===== src/rtl/uart_bus_bridge.sv =====
// ---------------------------------------------------------------------------
// uart_bus_bridge
// Bus master driven by a UART byte stream. A host sends command frames
//    'W' A3 A2 A1 A0 D3 D2 D1 D0   or   'R' A3 A2 A1 A0   (MSB first)
// and the bridge performs one bus write or read, then replies with a status
// byte (ACK/NAK) followed, for a successful read, by the four read data bytes.
//
// Ports
//    i_Clk, i_Rst        clock (rising edge), asynchronous active-high reset
//    i_RxData/i_RxValid  received byte plus 1-cycle strobe
//    o_TxData/o_TxValid  reply byte; held stable until i_TxReady accepts it
//    i_TxReady           transmitter handshake
//    o_WEnable/o_WAddr/o_WData   1-cycle write strobe, address, data
//    o_REnable/o_RAddr           1-cycle read strobe, address
//    i_RData, i_Err      slave read data / error, sampled the cycle after a strobe
//    o_Busy              high whenever the bridge is not idle
//    o_Overrun           sticky flag: an RX byte arrived while not accepting
// ---------------------------------------------------------------------------
module uart_bus_bridge #(
   parameter int         TIMEOUT_CYCLES = 100000,
   parameter logic [7:0] ACK_BYTE       = 8'h06,
   parameter logic [7:0] NAK_BYTE       = 8'h15
) (
   input  logic        i_Clk,
   input  logic        i_Rst,
   input  logic [7:0]  i_RxData,
   input  logic        i_RxValid,
   output logic [7:0]  o_TxData,
   output logic        o_TxValid,
   input  logic        i_TxReady,
   output logic        o_WEnable,
   output logic [31:0] o_WAddr,
   output logic [31:0] o_WData,
   output logic        o_REnable,
   output logic [31:0] o_RAddr,
   input  logic [31:0] i_RData,
   input  logic        i_Err,
   output logic        o_Busy,
   output logic        o_Overrun
);

   localparam logic [7:0] CMD_WRITE = 8'h57;
   localparam logic [7:0] CMD_READ  = 8'h52;
   localparam int         TW        = $clog2(TIMEOUT_CYCLES + 1);

   typedef enum logic [2:0] {
      IDLE, ADDR, DATA, BUS_WR, BUS_RD, BUS_WAIT, TX_STATUS, TX_DATA
   } state_t;

   state_t        state, next_state;
   logic [1:0]    cnt;
   logic          cmd_read;
   logic          rd_ok;
   logic [31:0]   addr;
   logic [31:0]   wdata;
   logic [31:0]   rdata;
   logic [7:0]    status_byte;
   logic [TW-1:0] timer;
   logic          timeout_hit;

   // A byte arriving in the expiry cycle wins over the timeout.
   assign timeout_hit = (timer == TW'(TIMEOUT_CYCLES - 1)) && !i_RxValid;
   assign o_Busy      = (state != IDLE);

   // State register.
   always_ff @(posedge i_Clk or posedge i_Rst) begin
      if (i_Rst) state <= IDLE;
      else       state <= next_state;
   end

   // Next-state decode plus the strobe and TX outputs, which depend on state only
   // so the reply byte cannot move while the transmitter is stalling.
   always_comb begin
      next_state = state;
      o_WEnable  = 1'b0;
      o_REnable  = 1'b0;
      o_TxValid  = 1'b0;
      o_TxData   = 8'h00;
      case (state)
         IDLE: begin
            if (i_RxValid) begin
               if (i_RxData == CMD_WRITE || i_RxData == CMD_READ) next_state = ADDR;
               else                                               next_state = TX_STATUS;
            end
         end
         ADDR: begin
            if (i_RxValid && cnt == 2'd3) next_state = cmd_read ? BUS_RD : DATA;
            else if (timeout_hit)         next_state = IDLE;
         end
         DATA: begin
            if (i_RxValid && cnt == 2'd3) next_state = BUS_WR;
            else if (timeout_hit)         next_state = IDLE;
         end
         BUS_WR: begin
            o_WEnable  = 1'b1;
            next_state = BUS_WAIT;
         end
         BUS_RD: begin
            o_REnable  = 1'b1;
            next_state = BUS_WAIT;
         end
         BUS_WAIT: next_state = TX_STATUS;
         TX_STATUS: begin
            o_TxValid = 1'b1;
            o_TxData  = status_byte;
            if (i_TxReady) next_state = rd_ok ? TX_DATA : IDLE;
         end
         TX_DATA: begin
            o_TxValid = 1'b1;
            case (cnt)
               2'd0:    o_TxData = rdata[31:24];
               2'd1:    o_TxData = rdata[23:16];
               2'd2:    o_TxData = rdata[15:8];
               default: o_TxData = rdata[7:0];
            endcase
            if (i_TxReady && cnt == 2'd3) next_state = IDLE;
         end
         default: next_state = IDLE;
      endcase
   end

   // Frame assembly, inter-byte timer, bus address/data latches and reply data.
   // The bus address/data outputs are loaded on the last frame byte so they are
   // already valid in the strobe cycle, and they hold until the next access.
   always_ff @(posedge i_Clk or posedge i_Rst) begin
      if (i_Rst) begin
         cnt         <= '0;
         cmd_read    <= 1'b0;
         rd_ok       <= 1'b0;
         addr        <= '0;
         wdata       <= '0;
         rdata       <= '0;
         status_byte <= '0;
         timer       <= '0;
         o_WAddr     <= '0;
         o_WData     <= '0;
         o_RAddr     <= '0;
         o_Overrun   <= 1'b0;
      end else begin
         if (i_RxValid && !(state inside {IDLE, ADDR, DATA})) o_Overrun <= 1'b1;
         case (state)
            IDLE: begin
               if (i_RxValid) begin
                  cnt   <= '0;
                  timer <= '0;
                  if (i_RxData == CMD_WRITE || i_RxData == CMD_READ) begin
                     cmd_read <= (i_RxData == CMD_READ);
                  end else begin
                     status_byte <= NAK_BYTE;
                     rd_ok       <= 1'b0;
                  end
               end
            end
            ADDR: begin
               if (i_RxValid) begin
                  addr  <= {addr[23:0], i_RxData};
                  cnt   <= cnt + 2'd1;
                  timer <= '0;
                  if (cnt == 2'd3 && cmd_read) o_RAddr <= {addr[23:0], i_RxData};
               end else begin
                  timer <= timer + TW'(1);
               end
            end
            DATA: begin
               if (i_RxValid) begin
                  wdata <= {wdata[23:0], i_RxData};
                  cnt   <= cnt + 2'd1;
                  timer <= '0;
                  if (cnt == 2'd3) begin
                     o_WAddr <= addr;
                     o_WData <= {wdata[23:0], i_RxData};
                  end
               end else begin
                  timer <= timer + TW'(1);
               end
            end
            BUS_WAIT: begin
               status_byte <= i_Err ? NAK_BYTE : ACK_BYTE;
               rd_ok       <= cmd_read && !i_Err;
               if (cmd_read) rdata <= i_RData;
            end
            TX_STATUS: begin
               if (i_TxReady) cnt <= '0;
            end
            TX_DATA: begin
               if (i_TxReady) cnt <= cnt + 2'd1;
            end
            default: ;
         endcase
      end
   end

endmodule


===== config.mk =====
export PLATFORM = sky130hd
export DESIGN_NAME = uart_bus_bridge
export DESIGN_NICKNAME = d
export VERILOG_FILES = /design/src/rtl/uart_bus_bridge.sv
export SDC_FILE = /design/constraint.sdc
export NUM_CORES = 1
export LEC_CHECK = 0
export ABC_AREA = 1
export CELL_PAD_IN_SITES_DETAIL_PLACEMENT = 0
export CELL_PAD_IN_SITES_GLOBAL_PLACEMENT = 1
export CORE_ASPECT_RATIO = 0.6
export CORE_MARGIN = 2
export CORE_UTILIZATION = 36
export DETAILED_ROUTE_END_ITERATION = 16
export PLACE_DENSITY_LB_ADDON = 0.15
export SLEW_MARGIN = 20
export SYNTH_ARGS = -nofsm -noshare
export SYNTH_HDL_FRONTEND = slang
export SYNTH_SLANG_ARGS = --single-unit
export TNS_END_PERCENT = 20

===== constraint.sdc =====
create_clock -name i_Clk -period 7.3 [get_ports i_Clk]
set_input_delay 1.46 -clock i_Clk [delete_from_list [all_inputs] [get_ports i_Clk]]
set_output_delay 1.46 -clock i_Clk [all_outputs]
set_load 0.005 [all_outputs]

==> out/summary.md <==
- **total leakage power** 0.00515 uW
- **kind of end point of the critical path** output pin
- **synthesized-area fraction occupied by ao, oa, aoi and oai cells** 11.6%
- **maximum capacitance violations** 0
- **arrival time at the worst endpoint** 2.78 ns
- **largest family of logic cells by synthesized area** simple AND/OR/NAND/NOR gates
- **clock-pin slew reported for the worst setup and hold paths after clock tree synthesis** 0.07 ns
- **die outline width** 206 um
- **post-route clock skew** 0.0238 ns
- **area share of the leading cell type in the synthesized netlist** 59.9%
- **parity-gate share of the synthesized area counting xor and xnor cells** 0.198%
- **Slew Limit Fails** 0
- **total global routing overflow** 0
- **first-pass GRT wire length** 36400 um
- **number of enable flip-flop cells after synthesis** 0
- **post-route ant nets** 0
- **delay contributed by the slowest stage of the critical path** 0.62 ns
- **CTS Buffer Depth** 3
- **portion of netlist area occupied by mux cells** 4.49%
- **CTS resizes** 0
- **Post-DP HPWL** 15800 um
- **initial antenna violation count** 1
- **final routed wirelength across all metal layers** 22900 um
- **outcome** completed
- **root cell of the clock tree** clkbuf_16
- **ordered cell list for the critical path** nand2_1 -> nor2_1 -> o21ai_0 -> o21ai_1 -> clkdlybuf4s50_1
- **proportion of synthesized chip area in sequential cells** 59.9%
- **Hold Path Class** reg -> reg
- **final period utilization** 58.1%
- **total negative slack** 0 ns
- **DIE HEIGHT** 125 um
- **clock tree sinks** 212
- **H-Tree Level Count** 1
- **overall power** 3490 uW
- **Via-to-Cell Ratio** 4.72
- **register bit count reported by yosys** 212
- **number of vias in the routed layout** 6618
- **synthesized instance count** 926
- **Worst setup SP type** flop
- **Wirelength per Cell** 16.3 um
- **buffers inserted by post-CTS timing repair** 0
- **Critical Setup Path Class** reg -> out
- **setup repair after global routing missed its margin** no
- **worst voltage drop across the vdd grid** 139 uV
- **count of final setup violators** 0
- **ys flop type** dfrtp_1
- **cell types with the largest area share after synthesis** dfrtp_1, nand2_1, o21ai_1
- **Register-to-Register Setup Slack** 4.53 ns
- **Boundary Pins** 154
- **number of hold buffers added after CTS** 0
- **CTS buffer count** 21
- **total buffers and inverters traversed by the critical path** 1
- **top cells by count, synth** nand2_1, dfrtp_1, o21ai_1, inv_1, o21ai_0
- **average size of a mapped cell** 9.56 um^2
- **post-route minimum period** 4.24 ns
- **slowest cell on the critical path** nor2_1
- **synth-to-layout area growth** 28.5%
- **met2 track demand over resource** 21.7%
- **clock insertion delay at the later pin of the skew report** 0.52 ns
- **Yosys cell types** 36
- **proportion of register bits with asynchronous set or reset after synthesis** 100%
- **Pre-Repair DR Iteration Count** 5
- **drt drc** 0
- **Layout Nets** 1118
- **syn_nets** 977
- **Placement Rows** 44
- **Hold Vio Cnt, Final** 0
- **placeable core region** 0.0242 mm^2
- **Worst-Margin Slew** 0.932 ns
- **basic-gate share of the synthesized area counting and, or, nand and nor cells** 16.5%
- **met1 capacity usage during global routing** 30.9%
- **most used routing layer in global routing** met1
- **required time worst endpoint** 5.84 ns
- **number of antenna cells inserted** 0
- **first-iteration detailed-routing DRC count** 442
- **filler cell count in the final layout** 2318
- **power density over the cells** 307 mW/mm^2
- **largest area contributor in the netlist** dfrtp_1
- **adder and majority gate portion of the synthesized area** 0.848%
- **worst slew slack as a fraction of its limit** 37.9%
- **clock tree from TritonCTS** done
- **fraction of met3 tracks used by global routing** 4.80%
- **mapped cell area** 0.00885 mm^2
- **number of input and output port buffers inserted** 153
- **maximum fanout encountered on the critical timing path** 12
- **total routing resource utilization after global routing** 18.0%
- **starting utilization of the core area** 36.6%
- **highest achievable clock rate** 236 MHz
- **maximum number of pins on one net before global-route repair** 164
- **Final Wtd Congestion** 0.842
- **Die Footprint** 0.0259 mm^2
- **layout cell share with drive strength beyond 1** 8.23%
- **vias in the first global route** 6328
- **most frequently used cell type in the post-synthesis netlist** nand2_1
- **number of warnings reported in the yosys synthesis log** 0
- **Top delay family on crit path** simple AND/OR/NAND/NOR gates
## kinds of logic (layout without fill, tap and decap cells)
logic type	Yosys count	after routing
simple gates	346	346
mux	28	28
flops	212	212
compound gates	199	199
xor+xnor	2	2
buf+inv	133	288
fa+ha+maj	6	6
## state kept, by name, summed over array words and instances, names as in the netlist
signal,count
addr,32
cmd_read,1
cnt,2
o_Overrun,1
o_RAddr,32
o_WAddr,32
o_WData,32
rd_ok,1
rdata,32
state,3
status_byte,3
timer,17
wdata,24
## through the flow
step	instance area [um^2]	std cells	setup WS (ns)	hold WS, ns	util [%]
finish	11400	1403	3.06	0.448	47.1
global route	11400	1403	2.87	0.490	47.1
CTS	11400	1403	3.01	0.458	47.1
detailed placement	10600	1366	2.87	0.440	44.0
global placement	10600	1366	2.95	0.434	44.0
floorplan	8850	926	0.0458	0.419	-
## power breakdown
part           total, uW  switching (uW)  internal, uW
logic                798             493           305
clock network       1200             475           728
registers           1490             121          1370
total               3490            1090          2400
## cell type report
type,count,area [um^2],area share (%)
clock buffer,27,568,4.99
clock inverter,10,181,1.59
inverter,95,365,3.21
multi-input combinational,581,2990,26.3
sequential,212,5310,46.6
tap,322,403,3.54
timing repair buffer,156,1570,13.8
## worst reg2reg max path, cell delays in order (launching register included)
cell and delay, ns:
dfrtp_1 0.43, ha_1 0.23, nand2_1 0.14, nor2_4 0.44, clkinv_2 0.56, buf_4 0.52, nand2_1 0.22, o21ai_1 0.08
## final timing paths
| kind | start | end | cells after the start |
|---|---|---|---|
| max | state[1]$_DFFE_PP0P_ | o_TxData[0] | 5 |
| max reg2reg | cnt[0]$_DFFE_PP0P_ | o_WData[1]$_DFFE_PP0P_ | 7 |
| min in group asynchronous | i_Rst | o_RAddr[16]$_DFFE_PP0P_ | 2 |
| max in group asynchronous | i_Rst | rdata[9]$_DFFE_PP0P_ | 3 |
| min reg2reg | status_byte[2]$_DFFE_PP0P_ | status_byte[2]$_DFFE_PP0P_ | 2 |
| min | status_byte[2]$_DFFE_PP0P_ | status_byte[2]$_DFFE_PP0P_ | 2 |
## per-layer routing
layer	part of all wire, %	wire (um)
met5	0.070	16
met4	1.4	328
met3	5.8	1320
met2	36	8360
met1	56	12900
## layout by cell type, fill, tap and decap left out, types with 3 or more instances in the layout
cell type / netlist / layout
nor3_1: 11 / 11
mux2_4: 22 / 22
o21ai_0: 60 / 60
mux2_2: 6 / 6
clkinv_2: 0 / 4
nand3_1: 18 / 17
clkbuf_16: 0 / 21
inv_1: 85 / 84
clkbuf_1: 15 / 4
o21ai_1: 109 / 109
nand2_4: 2 / 3
nand2_1: 255 / 254
a31oi_1: 4 / 4
nand4_1: 12 / 12
nor2_1: 33 / 33
nor2_4: 3 / 3
clkdlybuf4s50_1: 0 / 153
dfrtp_1: 212 / 212
inv_2: 9 / 8
ha_1: 6 / 6
bufinv_16: 0 / 5
a21oi_1: 18 / 18
(Power assumes the default switching activity.)
